$ cat config.mk
export PLATFORM = sky130hd
export DESIGN_NAME = ex_muldiv_unit
export DESIGN_NICKNAME = d
export VERILOG_FILES = /design/src/rtl/ex_muldiv_unit.sv
export SDC_FILE = /design/constraint.sdc
export NUM_CORES = 1
export LEC_CHECK = 0
export CAP_MARGIN = 25
export CORE_ASPECT_RATIO = 0.75
export CORE_UTILIZATION = 42
export CTS_BUF_LIST = sky130_fd_sc_hd__clkbuf_4 sky130_fd_sc_hd__clkbuf_8
export DETAILED_ROUTE_END_ITERATION = 10
export PLACE_DENSITY_LB_ADDON = 0.08
export SLEW_MARGIN = 20
export SYNTH_ARGS = -nofsm -noshare
export SYNTH_HDL_FRONTEND = slang
export SYNTH_SLANG_ARGS = --single-unit
$ cat constraint.sdc
create_clock -name clk -period 5.1 [get_ports clk]
set_input_delay 1.02 -clock clk [delete_from_list [all_inputs] [get_ports clk]]
set_output_delay 1.02 -clock clk [all_outputs]
set_load 0.05 [all_outputs]
$ cat src/rtl/ex_muldiv_unit.sv
// ex_muldiv_unit: iterative multiply/divide unit for the execute stage.
// Multiply is shift-add on a 2*XLEN accumulator. Divide is restoring division.
// Both work on operand magnitudes, one bit per cycle, and produce XLEN-bit
// HI/LO results. A one-cycle FIX state applies the sign correction and
// handles divide-by-zero before HI/LO are written.
module ex_muldiv_unit #(
  parameter int XLEN = 32
) (
  input  logic            clk,
  input  logic            rst_n,
  input  logic            start,
  input  logic [2:0]      op,
  input  logic [XLEN-1:0] a,
  input  logic [XLEN-1:0] b,
  input  logic            hilo_rd,
  input  logic            flush,
  output logic            busy,
  output logic            stall,
  output logic            done,
  output logic            dz,
  output logic [XLEN-1:0] hi,
  output logic [XLEN-1:0] lo
);

  localparam int CW = $clog2(XLEN) + 1;
  localparam logic [CW-1:0] LAST_ITER = CW'(XLEN - 1);

  localparam logic [2:0] OP_MULT  = 3'd1;
  localparam logic [2:0] OP_MULTU = 3'd2;
  localparam logic [2:0] OP_DIV   = 3'd3;
  localparam logic [2:0] OP_DIVU  = 3'd4;
  localparam logic [2:0] OP_MTHI  = 3'd5;
  localparam logic [2:0] OP_MTLO  = 3'd6;

  typedef enum logic [1:0] {
    S_IDLE = 2'd0,
    S_RUN  = 2'd1,
    S_FIX  = 2'd2
  } state_t;

  state_t r_state;
  state_t w_state_next;

  logic [CW-1:0]     r_cnt;
  logic [2*XLEN-1:0] r_acc;       // mul: {partial sum, multiplier}; div: {remainder, quotient}
  logic [XLEN-1:0]   r_opnd;      // mul: multiplicand magnitude; div: divisor magnitude
  logic [XLEN-1:0]   r_a_orig;    // original dividend, returned in HI on divide-by-zero
  logic              r_is_div;
  logic              r_sign_a;
  logic              r_sign_b;
  logic              r_bzero;
  logic              r_done;
  logic              r_dz;
  logic [XLEN-1:0]   r_hi;
  logic [XLEN-1:0]   r_lo;

  // Decode of the request presented this cycle
  logic            w_op_muldiv;
  logic            w_op_is_div;
  logic            w_op_signed;
  logic            w_sign_a;
  logic            w_sign_b;
  logic [XLEN-1:0] w_abs_a;
  logic [XLEN-1:0] w_abs_b;
  logic            w_accept;
  logic            w_idle;

  // One iteration of the datapath
  logic [XLEN:0]     w_mul_sum;
  logic [XLEN:0]     w_div_shift;
  logic [XLEN-1:0]   w_div_diff;
  logic              w_div_ge;
  logic [2*XLEN-1:0] w_acc_step;

  // Sign-corrected results produced in FIX
  logic              w_neg_res;
  logic [2*XLEN-1:0] w_prod;
  logic [XLEN-1:0]   w_quo;
  logic [XLEN-1:0]   w_rem;
  logic [XLEN-1:0]   w_res_hi;
  logic [XLEN-1:0]   w_res_lo;

  // Request decode: magnitudes and signs are only taken for the signed ops
  always_comb begin
    w_idle      = (r_state == S_IDLE);
    w_op_muldiv = start && ((op == OP_MULT) || (op == OP_MULTU) ||
                            (op == OP_DIV)  || (op == OP_DIVU));
    w_op_is_div = (op == OP_DIV) || (op == OP_DIVU);
    w_op_signed = (op == OP_MULT) || (op == OP_DIV);
    w_sign_a    = w_op_signed && a[XLEN-1];
    w_sign_b    = w_op_signed && b[XLEN-1];
    w_abs_a     = w_sign_a ? (~a + 1'b1) : a;
    w_abs_b     = w_sign_b ? (~b + 1'b1) : b;
    w_accept    = w_idle && w_op_muldiv && !flush;
  end

  // Single iteration step for shift-add multiply and restoring divide
  always_comb begin
    w_mul_sum   = {1'b0, r_acc[2*XLEN-1:XLEN]} + (r_acc[0] ? {1'b0, r_opnd} : '0);
    w_div_shift = r_acc[2*XLEN-1:XLEN-1];
    w_div_ge    = (w_div_shift >= {1'b0, r_opnd});
    // When the trial subtract succeeds the difference is below the divisor,
    // so the low XLEN bits of the subtraction are the whole new remainder.
    w_div_diff  = w_div_shift[XLEN-1:0] - r_opnd;
    if (r_is_div) begin
      w_acc_step = {(w_div_ge ? w_div_diff : w_div_shift[XLEN-1:0]),
                    r_acc[XLEN-2:0], w_div_ge};
    end else begin
      w_acc_step = {w_mul_sum, r_acc[XLEN-1:1]};
    end
  end

  // Sign fix-up and divide-by-zero override applied at the FIX edge
  always_comb begin
    w_neg_res = r_sign_a ^ r_sign_b;
    w_prod    = w_neg_res ? (~r_acc + 1'b1) : r_acc;
    w_quo     = w_neg_res ? (~r_acc[XLEN-1:0] + 1'b1) : r_acc[XLEN-1:0];
    w_rem     = r_sign_a ? (~r_acc[2*XLEN-1:XLEN] + 1'b1) : r_acc[2*XLEN-1:XLEN];
    if (!r_is_div) begin
      w_res_hi = w_prod[2*XLEN-1:XLEN];
      w_res_lo = w_prod[XLEN-1:0];
    end else if (r_bzero) begin
      w_res_hi = r_a_orig;
      w_res_lo = '1;
    end else begin
      w_res_hi = w_rem;
      w_res_lo = w_quo;
    end
  end

  // State register
  always_ff @(posedge clk or negedge rst_n) begin
    if (!rst_n) r_state <= S_IDLE;
    else        r_state <= w_state_next;
  end

  // Next-state logic; flush wins over everything else
  always_comb begin
    w_state_next = r_state;
    if (flush) begin
      w_state_next = S_IDLE;
    end else begin
      unique case (r_state)
        S_IDLE:  if (w_op_muldiv) w_state_next = S_RUN;
        S_RUN:   if (r_cnt == LAST_ITER) w_state_next = S_FIX;
        S_FIX:   w_state_next = S_IDLE;
        default: w_state_next = S_IDLE;
      endcase
    end
  end

  // Outputs: busy and stall are combinational, the rest come from registers
  always_comb begin
    busy  = (r_state != S_IDLE);
    stall = busy && (start || hilo_rd);
    done  = r_done;
    dz    = r_dz;
    hi    = r_hi;
    lo    = r_lo;
  end

  // Iteration counter: cleared on accept or flush, advances once per RUN edge
  always_ff @(posedge clk or negedge rst_n) begin
    if (!rst_n) begin
      r_cnt <= '0;
    end else if (flush || w_accept) begin
      r_cnt <= '0;
    end else if (r_state == S_RUN) begin
      r_cnt <= r_cnt + CW'(1);
    end
  end

  // Operand capture on accept, then one accumulator step per RUN cycle
  always_ff @(posedge clk or negedge rst_n) begin
    if (!rst_n) begin
      r_acc    <= '0;
      r_opnd   <= '0;
      r_a_orig <= '0;
      r_is_div <= 1'b0;
      r_sign_a <= 1'b0;
      r_sign_b <= 1'b0;
      r_bzero  <= 1'b0;
    end else if (w_accept) begin
      r_acc    <= {{XLEN{1'b0}}, (w_op_is_div ? w_abs_a : w_abs_b)};
      r_opnd   <= w_op_is_div ? w_abs_b : w_abs_a;
      r_a_orig <= a;
      r_is_div <= w_op_is_div;
      r_sign_a <= w_sign_a;
      r_sign_b <= w_sign_b;
      r_bzero  <= (b == '0);
    end else if ((r_state == S_RUN) && !flush) begin
      r_acc    <= w_acc_step;
    end
  end

  // HI/LO: result write at the FIX edge, direct MTHI/MTLO writes when idle
  always_ff @(posedge clk or negedge rst_n) begin
    if (!rst_n) begin
      r_hi <= '0;
      r_lo <= '0;
    end else if (!flush) begin
      if (r_state == S_FIX) begin
        r_hi <= w_res_hi;
        r_lo <= w_res_lo;
      end else if (w_idle && start && (op == OP_MTHI)) begin
        r_hi <= a;
      end else if (w_idle && start && (op == OP_MTLO)) begin
        r_lo <= a;
      end
    end
  end

  // Completion pulse and divide-by-zero flag, one cycle after the FIX edge
  always_ff @(posedge clk or negedge rst_n) begin
    if (!rst_n) begin
      r_done <= 1'b0;
      r_dz   <= 1'b0;
    end else begin
      r_done <= (r_state == S_FIX) && !flush;
      r_dz   <= (r_state == S_FIX) && !flush && r_is_div && r_bzero;
    end
  end

endmodule

==> results of run 1 <==
-- worst max-delay path, cell delays in order (launching register included) --
cell and delay [ps]:
dfrtp_1 360, buf_4 170, inv_1 560, nor2_1 120
ha_1 400, nand3_1 100, o211ai_1 300, nand4_1 230
a21boi_0 660, a21oi_1 290, nor2_1 280, a21boi_0 150
mux2_2 290, o31ai_1 220
-- synthesized netlist by cell type (all sizes together) (3+ instances only) --
| master | count |
|---|---|
| and4 | 3 |
| a211o | 4 |
| o311a | 3 |
| o31ai | 26 |
| mux2i | 49 |
| o22ai | 42 |
| a41oi | 3 |
| a2111oi | 5 |
| o41ai | 9 |
| o21ai | 217 |
| and3 | 13 |
| a311oi | 4 |
| nand2 | 323 |
| nand4 | 19 |
| o221ai | 13 |
| a22oi | 19 |
| or3 | 33 |
| a31oi | 23 |
| or2 | 6 |
| dfrtp | 206 |
| inv | 73 |
| a21oi | 210 |
| o21a | 13 |
| a21o | 32 |
| a31o | 4 |
| nand3 | 37 |
| a211oi | 20 |
| xor2 | 70 |
| ha | 69 |
| buf | 21 |
| nand2b | 21 |
| o211ai | 57 |
| nor4 | 23 |
| a221oi | 8 |
| a221o | 6 |
| or4 | 16 |
| nor2b | 11 |
| nor3 | 49 |
| nor2 | 232 |
| mux2 | 7 |
| and2 | 11 |
| o21bai | 11 |
| xnor2 | 99 |
| a21boi | 8 |
| clkbuf | 139 |
-- kinds of logic after synthesis --
group / synth area share
flip-flops: 0.299
XOR/XNOR: 0.0857
multiplexers: 0.0330
adder cells (fa/ha/maj): 0.0523
AND/OR/NAND/NOR: 0.210
buffers and inverters: 0.0520
AO/OA/AOI/OAI: 0.269
-- worst paths after layout --
kind | depth (start not counted) | end | startpoint
setup / recovery | 13 | r_acc[58] | r_acc[0]
setup reg to reg | 13 | r_acc[58] | r_acc[0]
max in group asynchronous | 2 | lo[8] | rst_n
hold / removal | 2 | r_a_orig[20] | r_a_orig[20]
min in group asynchronous | 1 | r_acc[62] | rst_n
hold reg to reg | 2 | r_a_orig[20] | r_a_orig[20]
-- area by class of cell --
type / count / area share
Clock inverter: 12 / 0.00816
Sequential cell: 206 / 0.255
Tap cell: 520 / 0.0321
Inverter: 75 / 0.0139
Timing Repair Buffer: 219 / 0.0999
Multi-Input combinational cell: 1856 / 0.556
Clock buffer: 56 / 0.0347
-- registers in the layout, indices dropped and copies added, names as in the netlist --
| name | cells |
|---|---|
| r_a_orig | 32 |
| r_cnt | 6 |
| r_sign_a | 1 |
| r_acc | 64 |
| r_is_div | 1 |
| r_bzero | 1 |
| hi | 32 |
| dz | 1 |
| lo | 32 |
| done | 1 |
| r_opnd | 32 |
| r_sign_b | 1 |
| r_state | 2 |
-- stage by stage --
stage | instances | setup WS, ps
3_3_place_gp | 2876 | 734
4_1_cts | 2944 | 933
3_5_place_dp | 2876 | 677
6_report | 2944 | 856
5_1_grt | 2944 | 617
2_1_floorplan | 2297 | 1530
-- power breakdown --
group          switching, µW  total, µW  internal, µW
registers                634       2740          2110
logic                   4310       6920          2610
clock network            807       1900          1090
-- per-layer routing --
| layer | vias to the layer above | track usage | share of wire |
|---|---|---|---|
| li1 | 8444 | - | - |
| met5 | - | 0 | 0 |
| met2 | 907 | 0.482 | 0.41 |
| met3 | 135 | 0.0977 | 0.11 |
| met4 | 0 | 0.107 | 0.031 |
| met1 | 8749 | 0.469 | 0.45 |
==> impl_metrics.toml, run 1 <==
[worst_setup_path]
crit_type = "flip-flop to flip-flop"
arrival_ps = 4710
crit_required_ps = 5570
cp_max_fo = 18
end_kind = "flip-flop"
r2r_slack_ps = 860
start_kind = "flip-flop"

[layout]
multiInputGateArea_um2 = 11300
drive_gt1_frac = 0.0776
layout_commonest_cell = "nand2_1"
nets = 2540
regArea_um2 = 5160
nFillCells = 3956
design_area_um2 = 20200
diodes = 0
post-route-util = 0.506
synthToLayoutAreaGrowth_pct = 17.3
mostFrequentLayoutCells = "nand2_1, nor2_1, o21ai_0"

[clock_network]
post_cts_buffers = 0
cts.sink_count = 206
cts_buffers = 39
clk_root_buffer_cell = "clkbuf_8"
cts.reportedPaths.clkPinSlew_ps = 70
cts_resized = 0
clockBufferDepth = 3
h-tree-depth = 2
cts_tree = "done"
postCtsHoldBufs = 0
clk_latency_ps = 570

[logic_synthesis]
async_reset_ff_frac = 1.00
yosys-top-cells-area = "dfrtp_1, nand2_1, o21ai_0"
synth-seq-cells = 206
synth-edff-count = 0
yosys.cell_types.count = 73
synth_top_flop_cell = "dfrtp_1"
synth.cell_area_um2 = 17300
ys_seq_area_frac = 0.299
syn_inst = 2297
synth_top_area_share = 0.299
postSynthNetCount = 2440
syn_area_per_cell_um2 = 7.52
yosys_warnings = 0
yosysTopAreaCell = "dfrtp_1"

[timing]
max_freq_ghz = 0.236
drv_slew = 0
max_slew_margin = 0.323
tns_ps = 0
setup_viol = 0
finClkSkew_ps = 25.0
tightest_slew_ps = 990
finalHoldViolations = 0
rsz0062_at_grt = "no"
fin_crit_sh = 0.832
min_period_ps = 4240
whs_ps = 476

[drt]
ant_nets = 0
firstDrtPassIters = 6
num_vias = 18200
remaining_drc_errors = 0
drt-initial-drc-count = 2043
vias_per_cell = 6.19
routed_wl_um = 70900
avgRoutedWirePerCell_um = 24.1

[power_and_ir_drop]
leakagePower_uw = 0.00863
power_uw = 11600
power_density_nw_per_um2 = 571
ir_worst_vdd_mv = 0.216

[outcome]
status = "finished clean"

[floorplan]
design.core.area_um2 = 40000
start_util = 0.431
dieArea_um2 = 41900
fp.dieW_um = 236
row_count = 63
io_pins = 140
die_h_um = 178

[min_path]
hold_path.class = "flip-flop to flip-flop"

[global_routing]
grtUsageTotal = 0.332
antenna_found_initial = 3
grt_max_degree = 104
overflow = 0
grt_pass1_vias = 16900
grt_pass1_wl_um = 105000

[place]
routabilityCongestion = 0.982
placed_area_um2 = 19400
port_buffers = 139
post-dp-hpwl_um = 53400

[run]
maxCapViolCount = 0
Note: power is estimated with default switching activity, not from simulation.
==> run 2, diff against run 1 <==
==> constraint.sdc (replaced) <==
create_clock -name clk -period 3.96 [get_ports clk]
set_input_delay 0.792 -clock clk [delete_from_list [all_inputs] [get_ports clk]]
set_output_delay 0.792 -clock clk [all_outputs]
set_load 0.05 [all_outputs]
==> impl_metrics.toml, run 2 (synthesized netlist as in run 1, its figures left out) <==
[clock_network]
clk_root_buffer_cell = "clkbuf_8"
cts_resized = 0
h-tree-depth = 2
clockBufferDepth = 3
cts_buffers = 37
cts.reportedPaths.clkPinSlew_ps = 70
clk_latency_ps = 590
post_cts_buffers = 0
cts.sink_count = 206
postCtsHoldBufs = 0
cts_tree = "done"

[worst_setup_path]
end_kind = "flip-flop"
crit_required_ps = 4440
arrival_ps = 4230
cp_max_fo = 6
start_kind = "flip-flop"
crit_type = "flip-flop to flip-flop"

[layout]
fin_cells = 3028
mostFrequentLayoutCells = "nand2_1, nor2_1, o21ai_0"
drive_gt1_frac = 0.108
design_area_um2 = 20900
largest_reg_flops = 64
synthToLayoutAreaGrowth_pct = 21.0
post-route-util = 0.522
regMostFlops = "r_acc"
layout_commonest_cell = "nand2_1"
nFillCells = 3979
nets = 2625

[power_and_ir_drop]
ir_worst_vdd_mv = 0.306
power_density_nw_per_um2 = 727
leakagePower_uw = 0.00904

[floorplan]
start_util = 0.431
io_pins = 140
die_h_um = 178
design.core.area_um2 = 40000
fp.dieW_um = 236
row_count = 63
dieArea_um2 = 41900

[run]
maxCapViolCount = 0

[global_routing]
grtUsageTotal = 0.347
grt_pass1_vias = 17500
overflow = 0
grt_max_degree = 105
antenna_found_initial = 1
grt_pass1_wl_um = 110000

[timing]
max_slew_margin = 0.428
tns_ps = 0
max_freq_ghz = 0.267
timing.final.ws_setup_ps = 208
finalHoldViolations = 0
tightest_slew_ps = 851
setup_viol = 0
drv_slew = 0
min_period_ps = 3750
finClkSkew_ps = 36.2
fin_crit_sh = 0.947
rsz0062_at_grt = "no"

[place]
port_buffers = 139
place_inst = 2963
post-dp-hpwl_um = 56300
routabilityCongestion = 0.991
post-place-ws_ps = -17.2
placed_area_um2 = 20100

[drt]
num_vias = 18700
drt-initial-drc-count = 2055
firstDrtPassIters = 6
ant_nets = 0
remaining_drc_errors = 0
avgRoutedWirePerCell_um = 24.3
vias_per_cell = 6.17
routed_wl_um = 73600

[min_path]
hold_path.class = "input pin to asynchronous set/reset pin"

[outcome]
status = "finished clean"
-- run 2: per-layer routing --
layer,global-route usage,up-vias,share of wire
met5,0,-,0
met4,0.103,0,0.028
met3,0.0950,129,0.10
met2,0.502,826,0.41
met1,0.498,9113,0.46
li1,-,8607,-
-- run 2: where the power goes --
group	switching, µW	internal (µW)	leakage, µW
clock network	1000	1250	0.000420
logic	5830	3710	0.00603
registers	687	2720	0.00259
total	7520	7670	0.00904
-- run 2: final cells by class --
| cell class | count | area [µm²] | area share |
|---|---|---|---|
| Timing Repair Buffer | 306 | 2740 | 0.131 |
| Clock buffer | 62 | 747 | 0.0358 |
| Clock inverter | 2 | 38.8 | 0.00186 |
| Tap cell | 520 | 651 | 0.0312 |
| Inverter | 75 | 282 | 0.0135 |
| Sequential cell | 206 | 5160 | 0.247 |
| Multi-Input combinational cell | 1856 | 11300 | 0.540 |
| Antenna cell | 1 | 2.50 | 0.000120 |
-- run 2: final timing paths --
| kind | start | endpoint | slack, ps | cells past startpoint |
|---|---|---|---|---|
| max | r_acc[33] | r_acc[62] | 210 | 12 |
| min | rst_n | r_acc[54] | 210 | 1 |
| max reg2reg | r_acc[33] | r_acc[62] | 210 | 12 |
| min reg2reg | r_a_orig[20] | r_a_orig[20] | 470 | 2 |
| max in group asynchronous | rst_n | r_state[1] | 2880 | 2 |
| min in group clk | r_a_orig[20] | r_a_orig[20] | 470 | 2 |
-- run 2: critical path, cell delays in order (launching register included) --
cell and delay, ps:
dfrtp_1 460, buf_4 190, ha_1 360, o21ai_0 190
a21oi_1 90, o21ai_0 480, a31oi_1 290, o21bai_1 470
nand2_1 210, buf_4 210, o311a_1 110, a221o_1 370
a22oi_1 200
-- run 2: per-stage QoR --
stage	hold WS, ps	total power, µW
final	212	15200
after detailed placement	457	12700
after global placement	453	12700
after global routing	256	16200
after floorplan	440	9410
after CTS	220	15000
